### src/rtl/icap_pkg.sv
// rtl/icap_pkg.sv - shared constants for the ICAP reboot sequencer
package icap_pkg;

  localparam logic [7:0] OPCODE_DEFAULT = 8'h0B;
  localparam logic [3:0] LAST_WORD      = 4'd11;

  localparam logic [2:0] ST_IDLE = 3'd0;
  localparam logic [2:0] ST_REQ  = 3'd1;
  localparam logic [2:0] ST_GAP  = 3'd2;
  localparam logic [2:0] ST_DONE = 3'd3;
  localparam logic [2:0] ST_ERR  = 3'd4;

  localparam logic [15:0] W_DUMMY   = 16'hFFFF;
  localparam logic [15:0] W_SYNC    = 16'hAA99;
  localparam logic [15:0] W_GEN1_WR = 16'h3261;
  localparam logic [15:0] W_GEN2_WR = 16'h3281;
  localparam logic [15:0] W_GEN3_WR = 16'h32A1;
  localparam logic [15:0] W_ZERO    = 16'h0000;
  localparam logic [15:0] W_CMD_WR  = 16'h30A1;
  localparam logic [15:0] W_IPROG   = 16'h000E;
  localparam logic [15:0] W_NOOP    = 16'h2000;

  // IPROG word sequence; words 3 and 5 carry the boot address and read opcode.
  function automatic logic [15:0] table_word(input logic [3:0] w,
                                             input logic [23:0] addr,
                                             input logic [7:0] opcode);
    logic [15:0] r;
    case (w)
      4'd0:    r = W_DUMMY;
      4'd1:    r = W_SYNC;
      4'd2:    r = W_GEN1_WR;
      4'd3:    r = addr[15:0];
      4'd4:    r = W_GEN2_WR;
      4'd5:    r = {opcode, addr[23:16]};
      4'd6:    r = W_GEN3_WR;
      4'd7:    r = W_ZERO;
      4'd8:    r = W_CMD_WR;
      4'd9:    r = W_IPROG;
      4'd10:   r = W_NOOP;
      4'd11:   r = W_NOOP;
      default: r = W_ZERO;
    endcase
    return r;
  endfunction

  function automatic logic [7:0] bit_rev8(input logic [7:0] b);
    logic [7:0] r;
    for (int i = 0; i < 8; i++) r[i] = b[7-i];
    return r;
  endfunction

endpackage

### src/rtl/icap_byte_wb_master.sv
// rtl/icap_byte_wb_master.sv - one Wishbone byte write to ICAP with ack watchdog
module icap_byte_wb_master #(
  parameter int TIMEOUT = 255
) (
  input  logic        clk,
  input  logic        reset,
  input  logic        req_i,
  input  logic [7:0]  byte_i,
  input  logic        ack_i,
  output logic        cyc_o,
  output logic        stb_o,
  output logic        we_o,
  output logic [31:0] dat_o,
  output logic        ack_o,
  output logic        timeout_o
);

  localparam int WDW = (TIMEOUT < 2) ? 1 : $clog2(TIMEOUT);

  logic [WDW-1:0] wdog_q, wdog_d;
  logic           expired;

  // Counter sits at zero outside a request, so every request starts fresh.
  assign expired   = (wdog_q == WDW'(TIMEOUT - 1));
  assign ack_o     = req_i & ack_i;
  assign timeout_o = req_i & ~ack_i & expired;

  assign cyc_o = req_i;
  assign stb_o = req_i;
  assign we_o  = req_i;
  assign dat_o = req_i ? {24'h000000, byte_i} : 32'h00000000;

  always_comb begin
    wdog_d = wdog_q;
    if (!req_i)
      wdog_d = '0;
    else if (!expired)
      wdog_d = wdog_q + 1'b1;
  end

  always_ff @(posedge clk or posedge reset) begin
    if (reset)
      wdog_q <= '0;
    else
      wdog_q <= wdog_d;
  end

endmodule

### src/rtl/icap_reboot_seq.sv
// rtl/icap_reboot_seq.sv - sequences the 24-byte IPROG reboot stream into ICAP
module icap_reboot_seq
  import icap_pkg::*;
#(
  parameter logic [7:0] OPCODE  = OPCODE_DEFAULT,
  parameter int         BITSWAP = 1,
  parameter int         TIMEOUT = 255
) (
  input  logic        clk,
  input  logic        reset,
  input  logic        go,
  input  logic [23:0] boot_addr,
  output logic        busy,
  output logic        done,
  output logic        error,
  output logic        cyc_o,
  output logic        stb_o,
  output logic        we_o,
  output logic [31:0] dat_o,
  input  logic        ack_i
);

  logic [2:0]  state_q, state_d;
  logic [3:0]  w_q, w_d;
  logic        h_q, h_d;
  logic [23:0] addr_q, addr_d;
  logic        error_q, error_d;

  logic [15:0] cur_word;
  logic [7:0]  cur_byte, tx_byte;
  logic        req, xfer_ack, xfer_timeout;

  assign cur_word = table_word(w_q, addr_q, OPCODE);
  assign cur_byte = h_q ? cur_word[15:8] : cur_word[7:0];
  assign tx_byte  = (BITSWAP != 0) ? bit_rev8(cur_byte) : cur_byte;

  assign req   = (state_q == ST_REQ);
  assign busy  = (state_q != ST_IDLE);
  assign done  = (state_q == ST_DONE);
  assign error = error_q;

  icap_byte_wb_master #(
    .TIMEOUT(TIMEOUT)
  ) u_byte (
    .clk      (clk),
    .reset    (reset),
    .req_i    (req),
    .byte_i   (tx_byte),
    .ack_i    (ack_i),
    .cyc_o    (cyc_o),
    .stb_o    (stb_o),
    .we_o     (we_o),
    .dat_o    (dat_o),
    .ack_o    (xfer_ack),
    .timeout_o(xfer_timeout)
  );

  always_comb begin
    state_d = state_q;
    w_d     = w_q;
    h_d     = h_q;
    addr_d  = addr_q;
    error_d = error_q;
    case (state_q)
      ST_IDLE: begin
        if (go) begin
          addr_d  = boot_addr;
          error_d = 1'b0;
          w_d     = 4'd0;
          h_d     = 1'b1;
          state_d = ST_REQ;
        end
      end
      ST_REQ: begin
        // A late ack in the expiry cycle still counts as success.
        if (xfer_ack) begin
          state_d = ST_GAP;
        end else if (xfer_timeout) begin
          error_d = 1'b1;
          state_d = ST_ERR;
        end
      end
      ST_GAP: begin
        if (w_q == LAST_WORD && !h_q) begin
          state_d = ST_DONE;
        end else begin
          state_d = ST_REQ;
          if (h_q) begin
            h_d = 1'b0;
          end else begin
            h_d = 1'b1;
            w_d = w_q + 4'd1;
          end
        end
      end
      ST_DONE: state_d = ST_IDLE;
      ST_ERR:  state_d = ST_IDLE;
      default: state_d = ST_IDLE;
    endcase
  end

  always_ff @(posedge clk or posedge reset) begin
    if (reset) begin
      state_q <= ST_IDLE;
      w_q     <= 4'd0;
      h_q     <= 1'b0;
      addr_q  <= 24'h000000;
      error_q <= 1'b0;
    end else begin
      state_q <= state_d;
      w_q     <= w_d;
      h_q     <= h_d;
      addr_q  <= addr_d;
      error_q <= error_d;
    end
  end

endmodule

### config.mk
export PLATFORM = sky130hd
export DESIGN_NAME = icap_reboot_seq
export DESIGN_NICKNAME = d
export VERILOG_FILES = /design/src/rtl/icap_pkg.sv /design/src/rtl/icap_byte_wb_master.sv /design/src/rtl/icap_reboot_seq.sv
export SDC_FILE = /design/constraint.sdc
export NUM_CORES = 1
export LEC_CHECK = 0
export ABC_CLOCK_PERIOD_IN_PS = 6550
export CORE_MARGIN = 2
export CORE_UTILIZATION = 53
export DETAILED_ROUTE_END_ITERATION = 16
export GPL_TIMING_DRIVEN = 0
export PLACE_DENSITY = 0.95
export SYNTH_ARGS = -nofsm -noshare
export SYNTH_HDL_FRONTEND = slang
export SYNTH_HIERARCHICAL = 1
export SYNTH_SLANG_ARGS = --single-unit
### constraint.sdc
create_clock -name clk -period 6.55 [get_ports clk]
set_clock_uncertainty 0.15 [all_clocks]
set_input_delay 1.6375 -clock clk [delete_from_list [all_inputs] [get_ports clk]]
set_output_delay 1.6375 -clock clk [all_outputs]
set_load 0.05 [all_outputs]
* Word level (Yosys, flattened, before mapping)
Cells that the tools add are included.
** Word-level totals
- Flip-flop bits (word level) :: 41
- Input port bits :: 28
- Output and inout bits :: 38
- Logic and storage cells :: 68
** Cells by class
- Add/subtract/negate cells :: 2
- Equality and inequality tests :: 21
- Multiplexer cells :: 22
- Bitwise logic cells :: 4
- Reductions and logical operators :: 13
** Operators with widths (count)
- case mux 16 bit (10 select lines) :: 1
- two-way mux 8 bit :: 4
- == test 4 bit, second input constant :: 4
- == test 4 x 3 -> 1 bit, second input constant :: 3
- two-way mux 4 bit :: 3
- != test 2 bit, second input constant :: 6
- two-way mux 3 bit :: 3
- case mux 3 bit (3 select lines) :: 1
- adder 8 x 1 -> 8 bit, second input constant :: 1
- == test 4 x 2 -> 1 bit, second input constant :: 2
- == test 8 bit, second input constant :: 1
- case mux 4 bit (2 select lines) :: 1
- AND reduction 4 bit :: 2
- == test 3 x 2 -> 1 bit, second input constant :: 2
- two-way mux 1 bit :: 6
- adder 4 x 1 -> 4 bit, second input constant :: 1
- == test 4 x 1 -> 1 bit, second input constant :: 1
- logical NOT 4 bit :: 1
- case mux 1 bit (2 select lines) :: 2
- AND reduction 2 bit :: 2
- nonzero test 2 bit :: 2
- bitwise AND 1 bit :: 3
- == test 3 x 1 -> 1 bit, second input constant :: 1
- logical NOT 3 bit :: 1
- 8 further kinds :: 8

* Logic depth before layout (Yosys ltp)
Gate-level depths: netlist (run 1).
- Word-level depth :: 6
- Mapped depth :: 8
- Depth with buffers taken out :: 8

* Cells and area by module
The synthesis (run 1) kept the hierarchy.
** Modules (own cells, without submodules)
- icap_reboot_seq :: times used 1, cells an instance 186, area an instance 1888.1 um^2, seq. area each 825.8 um^2
- icap_byte_wb_master :: times used 1, cells an instance 83, area an instance 715.7 um^2, seq. area each 200.2 um^2

* Least setup slack after synthesis (run 1)
OpenSTA, ideal clock, no wires.
- Path kind :: register to output
- Start point :: register w_q[0]
- End point :: output dat_o[2]
- Arrival :: 2.082 ns
- Required time :: 4.762 ns
- Path slack :: 2.681 ns
- Cell stages (with the launch flop) :: 7
- Path buffers :: 0
- Cell sequence :: dfrtp_1 > inv_1 > ha_1 > or3_4 > a311oi_4 > and4b_1 > and2_1
** On the way
- Cells in the longest elaborated chain, start to end :: 5
- Elaborated cells on any way between the ends :: 15
- Classes of those cells :: 10 x eq/ne; 3 x mux; 2 x reduce/logical
** RTL lines
- start: declaration :: RTL line icap_reboot_seq.sv:24 : logic [3:0] w_q, w_d;
- start signal: assignment :: RTL line icap_reboot_seq.sv:111 : w_q <= w_d;
- == test 4 bit :: RTL line icap_pkg.sv:28 : case (w)
- OR reduction 2 bit (no source line)
- case mux 16 bit (10 select lines) (*) :: RTL line icap_pkg.sv:28
- two-way mux 8 bit (*) :: RTL line icap_reboot_seq.sv:34 : assign cur_byte = h_q ? cur_word[15:8] : cur_word[7:0];
- named net cur_byte[5] :: RTL line icap_reboot_seq.sv:30 : logic [7:0] cur_byte, tx_byte;
- two-way mux 8 bit (*) :: RTL line icap_byte_wb_master.sv:31 : assign dat_o = req_i ? {24'h000000, byte_i} : 32'h00000000;
- end: declaration :: RTL line icap_reboot_seq.sv:19 : output logic [31:0] dat_o,
Mark *: on every way through the listed nets, which the timed path passes. The rest lies on a longest branch.

* Worst setup path after layout (run 1)
Ends and elaborated chain as after synthesis.

==> results.txt, run 1 <==
----------------------------------------------------
[Status]
  Outcome ... finished clean

[STA]
  Max-slew violations ... 0
  Number of setup violations in the final report ... 0
  Fin crit period ... 4.95 ns
  Final hold slack ... roughly 0.35 ns
  Final hold vios ... 0
  Max-slew headroom at the worst pin ... 0.533
  Maximum clock rate ... between 0.2 and 0.25 GHz
  Total Negative Setup Slacks ... 0 ns
  Final worst-path cycle share ... 0.756
  Final worst-path setup slack ... 1.60 ns
  Unrepaired setup endpoints after global routing ... false
  Worst slew pin tran ... ~0.7 ns

[Synth]
  Area share of the largest cell type after synthesis ... 0.394
  Post-synthesis cell type with the largest combined area ... sky130_fd_sc_hd__dfrtp_1
  #FFs+latches synth ... about 40
  Most instantiated cells after synthesis ... sky130_fd_sc_hd__dfrtp_1 (41), sky130_fd_sc_hd__buf_4 (28), sky130_fd_sc_hd__mux2_2 (25), sky130_fd_sc_hd__a21oi_1 (19), sky130_fd_sc_hd__nor2_1 (18)
  Gate Count Post-Synth ... around 270
  Average footprint of a synthesized cell ... around 9.7 um2
  Post-synth EDFFs ... 0
  YS warnings ... 6
  Main synth FF type ... sky130_fd_sc_hd__dfrtp_1
  Top-count cell post-synth ... sky130_fd_sc_hd__dfrtp_1
  Share of async-settable or async-resettable flops after synthesis ... 1.00
  Top post-synthesis cells by area ... sky130_fd_sc_hd__dfrtp_1 (39%), sky130_fd_sc_hd__mux2_2 (11%), sky130_fd_sc_hd__buf_4 (8.1%)
  Summed instance area of the synthesized netlist ... ~2600 um2
  Share of the yosys chip area belonging to registers ... 0.394
  Count of cell types in the netlist ... 51

[Worst setup path]
  End point of the critical path ... dat_o[2]
  Cell with the largest stage delay on the worst path ... sky130_fd_sc_hd__clkdlybuf4s50_1
  Critical path startpoint category ... register
  Reg2reg setup slack ... ~4.3 ns
  Number of cells on the worst reg-to-reg path ... 8
  Kind of end point of the critical path ... output port
  Max FO, Critical Path ... 8
  Required arrival time at the worst endpoint ... 4.76 ns
  Beginning of the worst register-to-register path ... u_byte/wdog_q[0]
  Worst R2R End ... error
  Kind of critical path ... register to output port
  WP data arrival ... between 3 and 4 ns
  CP startpoint ... w_q[0]
  Biggest cell delay along the critical path ... slightly below 0.7 ns
  Cell Chain, Critical Path ... inv_1, ha_1, nor3_1, nor2_1, a311oi_4, and4b_1, and2_1, clkdlybuf4s50_1

[Detailed routing]
  Count of vias placed by the detailed router ... ~2,200
  Iteration count of the initial detailed-routing pass ... 6
  DR WL/cell ... around 14 um
  DRT iter0 DRCs ... 193
  Antenna viol nets, final ... 0
  Avg Vias per Cell ... 5.40
  Total Wirelength ... between 5000 and 6000 um
  Remaining DRCs ... 0

[Clock tree]
  Hold-fix buffers, CTS ... 0
  Gates resized, CTS repair ... 0
  CTS clock-pin slew for the worst setup and hold paths ... roughly 0.080 ns
  Insertion delay to the later sink of the worst-skew pair ... 0.29 ns
  Clock root buffer ... sky130_fd_sc_hd__clkbuf_8
  Total setup buffers inserted after CTS ... 0
  Clock H-tree levels ... 2
  Clock Tree Buf Depth ... 2
  TritonCTS clock tree ... yes
  Cts bufs inserted ... 5
  Sink count of the clock tree ... slightly above 40

[Floorplan]
  Core Region ... 4720 um2
  Row cnt ... 25
  Die height ... between 70 and 80 um
  Initial standard-cell utilization of the core ... 0.551
  Width of the die ... between 70 and 80 um
  Number of top-level pins ... 66
  Die area ... 5490 um2

[Final layout]
  Fraction of layout cells with a size suffix above 1 ... 0.229
  Final net count ... 375
  Finished layout cell area ... 3290 um2
  Final core utilization ... 0.696
  Area overhead of the layout relative to synthesis ... 26.3%
  Diode insertion count for antenna repair ... 0

[Placement]
  Estimated wirelength of the detail-placed design ... approximately 4200 um
  Count of port buffers added during placement ... between 40 and 50
  Routability congestion estimate from global placement ... just over 0.9
  Worst-case setup slack after placement ... approximately 2 ns
  Placement Cell Area ... ~3200 um2

[Global routing]
  Initial antenna violation count ... 0
  Overflow left after global routing ... 0
  Global-route wire length before repair ... approximately 9000 um
  Maximum number of pins on one net before global-route repair ... 34
  Via count of the first global-routing pass ... around 2,000
  Global-route usage over all layers ... 0.214

[Power and ir drop]
  Total leakage power ... 1.46 nW
  Switching power as a share of total power ... 0.441
  Power density relative to cell area ... about 420 nW/um2
  Sequential Power Share ... 0.300
  Peak supply drop ... 0.241 mV
  Psw ... about 0.61 mW
  Relative contribution of combinational cells to total power ... 0.559
  Power Internal ... roughly 0.77 mW
  Proportion of power drawn by the clock network ... 0.142

[Job]
  Number of maximum-capacitance constraint violations ... 0

[Worst hold path]
  Worst hold path class ... register to register

----------------------------------------------------
state kept, by name, indices dropped and copies added, names as in the netlist:
name	cells
u_byte/wdog_q	8
h_q	1
w_q	4
state_q	3
addr_q	24
error	1
cell families (layout without fill, tap and decap cells):
family | after synthesis | after routing | synth area share
mux | 25 | 25 | 0.108
simple gates | 81 | 81 | 0.179
xor+xnor | 2 | 2 | 0.00673
other cells | 1 | 24 | 0.00144
fa+ha+maj | 7 | 7 | 0.0336
buf+inv | 52 | 100 | 0.120
compound gates | 60 | 60 | 0.157
flops | 41 | 41 | 0.394
worst min-delay path by stage:
stage	start	end	slack (ns)	depth (start not counted)
after CTS	addr_q[18]	addr_q[18]	0.36	1
after global placement	addr_q[18]	addr_q[18]	0.33	1
after global routing	addr_q[7]	addr_q[7]	0.37	1
after floorplan	addr_q[18]	addr_q[18]	0.32	1
final	addr_q[18]	addr_q[18]	0.35	1
after detailed placement	addr_q[18]	addr_q[18]	0.34	1
per-layer routing:
layer  up-vias  track usage  wire length [um]
li1       1041            -                 -
met1      1023        0.271              2380
met2       117        0.353              2630
met3        17       0.0461               492
met4         0       0.0949               138
met5         -            0                 0
metrics by stage:
stage	power (mW)	cells
finish	1.38	407
global route	1.45	407
CTS	1.38	407
detailed placement	1.19	400
global placement	1.17	400
floorplan	0.960	292
critical path, delay by kind of cell, from the launching register on:
family          cells  cell delay, ns
buf+inv             2            0.80
flops               1            0.44
fa+ha+maj           1            0.29
simple gates        4            0.85
compound gates      1            0.49
power groups by stage:
stage	Clock (mW)	Sequential (mW)	Combinational, mW
floorplan	0	0.391	0.569
global placement	0	0.411	0.755
detailed placement	0	0.416	0.769
CTS	0.199	0.413	0.771
global route	0.207	0.423	0.815
finish	0.195	0.412	0.769
final cells by class:
cell class | count | area, um2
repair buffers | 41 | 410
clock buffers | 5 | 68.8
well taps | 67 | 83.8
flip-flops and latches | 41 | 1030
fillers | 372 | 1440
clock inverters | 2 | 35.0
plain buffers | 40 | 268
multi-input cells | 199 | 1350
inverters | 12 | 45.0
cell usage in the layout, fill, tap and decap left out, drive strengths merged, types with 4 or more instances in the layout:
cell	netlist	routed
o21ai	14	14
inv	12	12
nand3b	4	4
nand4	4	4
a21oi	19	19
clkdlybuf4s50	0	41
dfrtp	41	41
and3	4	4
nor2	18	18
nand2	17	17
buf	33	33
and2	11	11
conb	1	24
clkbuf	7	12
ha	7	7
a211oi	7	7
mux2	25	25
(Power assumes the default switching activity.)
==> run 2, diff against run 1 <==
Settings changed: ABC_CLOCK_PERIOD_IN_PS 6550 to 4200, CORE_UTILIZATION 53 to 45, PLACE_DENSITY 0.95 to 0.89.
Clock period 6.55 ns to 4.2 ns, I/O delays scaled along.
==> run 2 against run 1 <==
Effect of this change:
- sequential share of layout area decreased by 0.18 points
- register-to-register slack lost 2.4 ns
- via count down 2.5%
- sequential power rose by 55%
==> results.txt, run 2 (synthesized netlist as in run 1, its figures left out) <==
----------------------------------------------------
[Final layout]
  Final net count ... 378 (was 375)
  Diode insertion count for antenna repair ... 0 (unchanged)
  Fraction of layout cells with a size suffix above 1 ... 0.233 (was 0.229)
  Area overhead of the layout relative to synthesis ... 27.0% (was 26.3%)
  Most used cells in the layout excluding fill and tap cells ... sky130_fd_sc_hd__dfrtp_1 (41), sky130_fd_sc_hd__clkdlybuf4s50_1 (33), sky130_fd_sc_hd__buf_4 (30) (was sky130_fd_sc_hd__dfrtp_1 (41), sky130_fd_sc_hd__clkdlybuf4s50_1 (41), sky130_fd_sc_hd__buf_4 (28))
  Most frequent standard cell in the layout excluding fill and tap cells ... sky130_fd_sc_hd__dfrtp_1
  Final core utilization ... 0.597 (was 0.696)
  Number of standard cells in the layout, taps in and fillers out ... 415 (was 407)
  Registers with the most flip-flops ... addr_q x24, u_byte/wdog_q x8, w_q x4 (unchanged)
  Number of flip-flops under the largest register name ... 24 (unchanged)
  Biggest register ... addr_q (unchanged)

[Worst hold path]
  Worst hold path class ... register to register (unchanged)
  Startpoint of the most critical hold path ... addr_q[18] (unchanged)
  Min-Delay Path Depth ... 1 (unchanged)
  Worst hold endpoint ... addr_q[18] (unchanged)

[Clock tree]
  Insertion delay to the later sink of the worst-skew pair ... 0.29 ns (about the same)
  Clock Tree Buf Depth ... 2 (unchanged)
  Hold-fix buffers, CTS ... 0 (unchanged)
  Clock H-tree levels ... 2 (unchanged)
  CTS clock-pin slew for the worst setup and hold paths ... 0.08 ns (about the same)
  TritonCTS clock tree ... yes (unchanged)
  Cts bufs inserted ... 5 (unchanged)
  Clock root buffer ... sky130_fd_sc_hd__clkbuf_8 (unchanged)
  Sink count of the clock tree ... 41 (unchanged)

[Worst setup path]
  Worst R2R End ... error (unchanged)
  WP data arrival ... 2.87 ns (was 3.17 ns)
  Required arrival time at the worst endpoint ... 3.00 ns (was 4.76 ns)
  Beginning of the worst register-to-register path ... u_byte/wdog_q[0] (unchanged)
  Biggest cell delay along the critical path ... 0.54 ns (was 0.69 ns)
  Cell Chain, Critical Path ... ha_1, clkbuf_1, and2b_1, a22o_1, a21oi_1, a211oi_1, and2_1, dlygate4sd2_1 (was inv_1, ha_1, nor3_1, nor2_1, a311oi_4, and4b_1, and2_1, clkdlybuf4s50_1)
  Critical path startpoint category ... register (unchanged)
  Max FO, Critical Path ... 9 (was 8)
  Cell with the largest stage delay on the worst path ... sky130_fd_sc_hd__dlygate4sd2_1 (was sky130_fd_sc_hd__clkdlybuf4s50_1)
  Kind of end point of the critical path ... output port (unchanged)
  Reg2reg setup slack ... 1.92 ns (was 4.28 ns)
  Number of cells on the worst reg-to-reg path ... 8 (unchanged)
  Kind of critical path ... register to output port (unchanged)

[Global routing]
  Global-route usage over all layers ... 0.195 (was 0.214)
  Maximum number of pins on one net before global-route repair ... 34 (unchanged)
  Via count of the first global-routing pass ... 2,126 (was 2,017)
  Overflow left after global routing ... 0 (unchanged)
  Initial antenna violation count ... 0 (unchanged)
  Global-route wire length before repair ... 9750 um (was 9060 um)

[Detailed routing]
  Total Wirelength ... 6000 um (was 5640 um)
  Antenna viol nets, final ... 0 (unchanged)
  DR WL/cell ... 14.5 um (was 13.9 um)
  Avg Vias per Cell ... 5.17 (was 5.40)
  Count of vias placed by the detailed router ... 2,144 (was 2,198)
  DRT iter0 DRCs ... 201 (was 193)
  Iteration count of the initial detailed-routing pass ... 4 (was 6)
  Remaining DRCs ... 0 (unchanged)

[STA]
  Max-slew headroom at the worst pin ... 0.647 (was 0.533)
  Max-slew violations ... 0 (unchanged)
  Fin crit period ... between 4 and 5 ns
  Final worst-path cycle share ... 0.969
  Number of setup violations in the final report ... 0 (unchanged)
  Worst slew pin tran ... 0.526 ns (was 0.699 ns)
  Maximum clock rate ... about 0.25 GHz
  Final hold vios ... 0 (unchanged)

[Placement]
  Count of port buffers added during placement ... 41 (unchanged)
  Estimated wirelength of the detail-placed design ... 4470 um (was 4250 um)
  Routability congestion estimate from global placement ... 0.888 (was 0.912)
  Number of placed instances with taps included ... 405 (was 400)

[Floorplan]
  Die area ... 6410 um2 (was 5490 um2)
  Width of the die ... 80.1 um (was 74.1 um)
  Initial standard-cell utilization of the core ... 0.470 (was 0.551)
  Core Region ... 5540 um2 (was 4720 um2)
  Number of top-level pins ... 66 (unchanged)
  Row cnt ... 27 (was 25)
  Die height ... 80.1 um (was 74.1 um)

[Power and ir drop]
  Total leakage power ... 1.48 nW (was 1.46 nW)
  Peak supply drop ... 0.295 mV (was 0.241 mV)
  Power density relative to cell area ... 626 nW/um2 (was 419 nW/um2)

[Status]
  Outcome ... finished clean (unchanged)

[Job]
  Number of maximum-capacitance constraint violations ... 0 (unchanged)

----------------------------------------------------
[run 2: layer usage]
metal	up-vias	routed length, um	track usage
met5	-	0	0
met4	0	107	0.0678
met3	9	331	0.0303
met2	66	2890	0.343
met1	1020	2670	0.242
li1	1049	-	-
[run 2: area by class of cell]
cell class | count | area, um2
Multi-Input combinational cell | 199 | 1350
Clock buffer | 7 | 86.3
Buffer | 40 | 268
Fill cell | 468 | 2230
Sequential cell | 41 | 1030
Inverter | 12 | 45.0
Tap cell | 72 | 90.1
Timing Repair Buffer | 44 | 440
[run 2: what timing repair did]
action / 4_1_cts / 5_1_grt
hold endpoints to repair: 0 / 0
pin swaps: 0 / 1
endpoints found under the setup margin: 8 / 3
resized for setup: 8 / 3
buffers inserted: 0 / 2
[run 2: power by group]
group          internal (mW)  switching (mW)
clock network          0.131           0.132
logic                  0.447           0.721
registers              0.539           0.101
[run 2: worst max-delay path, delay by kind of cell, from the launching register on]
| family | cells | cell delay [ns] |
|---|---|---|
| compound gates | 3 | 0.50 |
| simple gates | 2 | 0.56 |
| flops | 1 | 0.45 |
| buf+inv | 2 | 0.90 |
| fa+ha+maj | 1 | 0.17 |
[run 2: worst max-delay path by stage]
stage                start  endpoint  slack (ns)  depth (start not counted)
finish              w_q[0]  dat_o[7]        0.13                          8
global route        w_q[0]  dat_o[2]      -0.001                          8
CTS                 w_q[0]  dat_o[2]        0.11                          7
detailed placement  w_q[0]  dat_o[2]        0.16                          7
global placement    w_q[0]  dat_o[2]        0.19                          7
floorplan           w_q[0]  dat_o[2]        0.92                          6
[run 2: per-stage QoR]
| stage | setup TNS (ns) | hold WS [ns] | total power [mW] | worst slack [ns] | instance area, um2 |
|---|---|---|---|---|---|
| 2_1_floorplan | 0 | 0.322 | 1.50 | 0.918 | 2690 |
| 6_report | 0 | 0.353 | 2.07 | 0.130 | 3310 |
| 5_1_grt | -0.00132 | 0.384 | 2.20 | -0.00132 | 3310 |
| 4_1_cts | 0 | 0.357 | 2.07 | 0.108 | 3270 |
| 3_3_place_gp | 0 | 0.335 | 1.82 | 0.188 | 3190 |
| 3_5_place_dp | 0 | 0.340 | 1.86 | 0.158 | 3190 |
==> run 3, diff against run 2 <==
Settings changed: CORE_UTILIZATION 45 to 57, DONT_BUFFER_PORTS set to 1, PLACE_DENSITY 0.89 to 0.87.
==> run 3 against run 2 <==
Effect of this change:
- highest routed layer unchanged
- largest cell class unchanged
- core utilization increased by 5.9 points
- first-iteration DRC count decreased by 12%
- count of clock-buffer cells in the layout decreased by 2
- critical path type unchanged
==> results.txt, run 3 (synthesized netlist as in run 1, its figures left out) <==
----------------------------------------------------
[STA]
  Worst slew pin tran ... 0.883 ns (was 0.526 ns)
  Final worst-path setup slack ... 0.352 ns (was 0.130 ns)
  Total Negative Setup Slacks ... 0 ns (unchanged)
  Final worst-path cycle share ... 0.916 (was 0.969)
  Unrepaired setup endpoints after global routing ... false
  Final hold vios ... 0 (unchanged)
  Number of setup violations in the final report ... 0 (unchanged)
  Fin crit period ... 3.85 ns (was 4.07 ns)
  Maximum clock rate ... 0.260 GHz (was 0.246 GHz)
  Max-slew headroom at the worst pin ... 0.409 (was 0.647)
  Max-slew violations ... 0 (unchanged)

[Detailed routing]
  Antenna viol nets, final ... 0 (unchanged)
  Iteration count of the initial detailed-routing pass ... 4 (unchanged)
  DRT iter0 DRCs ... 176 (was 201)
  Remaining DRCs ... 0 (unchanged)
  Avg Vias per Cell ... 5.72 (was 5.17)
  Total Wirelength ... 5450 um (was 6000 um)
  Count of vias placed by the detailed router ... 2,020 (was 2,144)
  DR WL/cell ... 15.4 um (was 14.5 um)

[Final layout]
  Area overhead of the layout relative to synthesis ... 10.4% (was 27.0%)
  Number of flip-flops under the largest register name ... 24 (unchanged)
  Diode insertion count for antenna repair ... 0 (unchanged)
  Most used cells in the layout excluding fill and tap cells ... sky130_fd_sc_hd__dfrtp_1 (41), sky130_fd_sc_hd__buf_4 (28), sky130_fd_sc_hd__mux2_2 (25) (was sky130_fd_sc_hd__dfrtp_1 (41), sky130_fd_sc_hd__clkdlybuf4s50_1 (33), sky130_fd_sc_hd__buf_4 (30))
  Most frequent standard cell in the layout excluding fill and tap cells ... sky130_fd_sc_hd__dfrtp_1 (unchanged)
  Finished layout cell area ... 2870 um2 (was 3310 um2)
  Biggest register ... addr_q (unchanged)
  Number of standard cells in the layout, taps in and fillers out ... 353 (was 415)
  Fraction of layout cells with a size suffix above 1 ... 0.262 (was 0.233)
  Final net count ... 335 (was 378)
  Registers with the most flip-flops ... addr_q x24, u_byte/wdog_q x8, w_q x4 (unchanged)

[Worst setup path]
  Kind of end point of the critical path ... output port (unchanged)
  Critical path startpoint category ... register (unchanged)
  Beginning of the worst register-to-register path ... u_byte/wdog_q[0] (unchanged)
  Max FO, Critical Path ... 9 (unchanged)
  Number of cells on the worst reg-to-reg path ... 8 (unchanged)
  Kind of critical path ... register to output port (unchanged)
  Required arrival time at the worst endpoint ... 3.00 ns (about the same)
  Worst R2R End ... error (unchanged)
  WP data arrival ... 2.65 ns (was 2.87 ns)
  Reg2reg setup slack ... 1.99 ns (was 1.92 ns)

[Placement]
  Routability congestion estimate from global placement ... 0.932 (was 0.888)
  Placement Cell Area ... 2760 um2 (was 3190 um2)
  Estimated wirelength of the detail-placed design ... 3990 um (was 4470 um)
  Number of placed instances with taps included ... 344 (was 405)
  Count of port buffers added during placement ... 0 (was 41)
  Worst-case setup slack after placement ... 0.692 ns (was 0.158 ns)

[Power and ir drop]
  Peak supply drop ... 0.417 mV (was 0.295 mV)
  Proportion of power drawn by the clock network ... 0.139 (was 0.127)
  Total leakage power ... 1.29 nW (was 1.48 nW)
  Switching power as a share of total power ... 0.491 (was 0.461)
  Sequential Power Share ... 0.339 (was 0.309)
  Psw ... 0.938 mW (was 0.955 mW)
  Relative contribution of combinational cells to total power ... 0.522 (was 0.564)
  Power density relative to cell area ... 666 nW/um2 (was 626 nW/um2)
  Power Total ... 1.91 mW (was 2.07 mW)
  Power Internal ... 0.974 mW (was 1.12 mW)

[Clock tree]
  TritonCTS clock tree ... yes (unchanged)
  Sink count of the clock tree ... 41 (unchanged)
  Gates resized, CTS repair ... 0 (was 8)
  Clock root buffer ... sky130_fd_sc_hd__clkbuf_8 (unchanged)
  Hold-fix buffers, CTS ... 0 (unchanged)
  CTS clock-pin slew for the worst setup and hold paths ... 0.09 ns (was 0.08 ns)
  Total setup buffers inserted after CTS ... 0 (unchanged)
  Clock H-tree levels ... 2 (unchanged)
  Clock Tree Buf Depth ... 2 (unchanged)
  Insertion delay to the later sink of the worst-skew pair ... 0.30 ns (was 0.29 ns)
  Cts bufs inserted ... 5 (unchanged)

[Global routing]
  Global-route wire length before repair ... 8740 um (was 9750 um)
  Overflow left after global routing ... 0 (unchanged)
  Initial antenna violation count ... 0 (unchanged)
  Global-route usage over all layers ... 0.216 (was 0.195)
  Via count of the first global-routing pass ... 1,842 (was 2,126)
  Maximum number of pins on one net before global-route repair ... 34 (unchanged)

[Worst hold path]
  Min-Delay Path Depth ... 1 (unchanged)
  Worst hold endpoint ... addr_q[7] (was addr_q[18])
  Startpoint of the most critical hold path ... addr_q[7] (was addr_q[18])
  Worst hold path class ... register to register (unchanged)

[Floorplan]
  Initial standard-cell utilization of the core ... 0.594 (was 0.470)
  Row cnt ... 24 (was 27)
  Die height ... 71.6 um (was 80.1 um)
  Width of the die ... 71.6 um (was 80.1 um)
  Die area ... 5120 um2 (was 6410 um2)
  Number of top-level pins ... 66 (unchanged)
  Core Region ... 4380 um2 (was 5540 um2)

[Status]
  Outcome ... finished clean (unchanged)

[Job]
  Number of maximum-capacitance constraint violations ... 0 (unchanged)

----------------------------------------------------
-- run 3: changes by cell type in the layout (fill, tap and decap cells not counted) --
| cell | before | now |
|---|---|---|
| sky130_fd_sc_hd__clkinvlp_4 | 0 | 3 |
| sky130_fd_sc_hd__clkbuf_8 | 6 | 5 |
| sky130_fd_sc_hd__dlygate4sd2_1 | 6 | 0 |
| sky130_fd_sc_hd__clkbuf_2 | 1 | 0 |
| sky130_fd_sc_hd__clkdlybuf4s15_1 | 1 | 0 |
| sky130_fd_sc_hd__buf_4 | 30 | 28 |
| sky130_fd_sc_hd__clkbuf_1 | 8 | 7 |
| sky130_fd_sc_hd__clkdlybuf4s50_1 | 33 | 0 |
-- run 3: worst max-delay path by stage --
stage | startpoint | to | slack (ns) | depth (start not counted)
global placement | w_q[0] | dat_o[2] | 0.73 | 6
global route | w_q[0] | dat_o[4] | 0.18 | 7
finish | w_q[0] | dat_o[4] | 0.35 | 7
floorplan | w_q[0] | dat_o[2] | 0.92 | 6
detailed placement | w_q[0] | dat_o[4] | 0.69 | 7
CTS | w_q[0] | dat_o[2] | 0.38 | 6
-- run 3: power by group through the flow --
stage               registers [mW]  clock network [mW]  logic, mW
global placement             0.642                   0      0.973
global route                 0.665               0.288       1.06
detailed placement           0.651                   0      0.990
floorplan                    0.610                   0      0.887
CTS                          0.644               0.271      0.994
finish                       0.648               0.266      0.999
-- run 3: layout make-up --
class                      count  area [um2]
multi-input combinational    199        1350
inverter                      12        45.0
buffer                        40         268
tap                           52        65.1
clock inverter                 3        22.5
timing repair buffer           1        27.5
fill                         356        1510
clock buffer                   5        68.8
sequential                    41        1030
-- run 3: metrics by stage --
stage / util / hold WS, ns
after global placement: 0.628 / 0.336
after global routing: 0.656 / 0.382
after CTS: 0.649 / 0.363
final: 0.656 / 0.365
after detailed placement: 0.628 / 0.342
after floorplan: - / 0.322
-- run 3: critical path, stage by stage, from the launching register on --
cell	delay, ns
sky130_fd_sc_hd__dfrtp_1	0.45
sky130_fd_sc_hd__ha_1	0.19
sky130_fd_sc_hd__clkbuf_1	0.30
sky130_fd_sc_hd__and2b_1	0.34
sky130_fd_sc_hd__a32oi_1	0.11
sky130_fd_sc_hd__a221o_1	0.37
sky130_fd_sc_hd__a21oi_1	0.13
sky130_fd_sc_hd__and2_1	0.45
-- run 3: layer usage --
metal,up-vias,GRT usage,wire length [um]
met3,15,0.0549,479
met5,-,0,0
met1,949,0.294,2320
li1,967,-,-
met2,89,0.329,2540
met4,0,0.0922,111
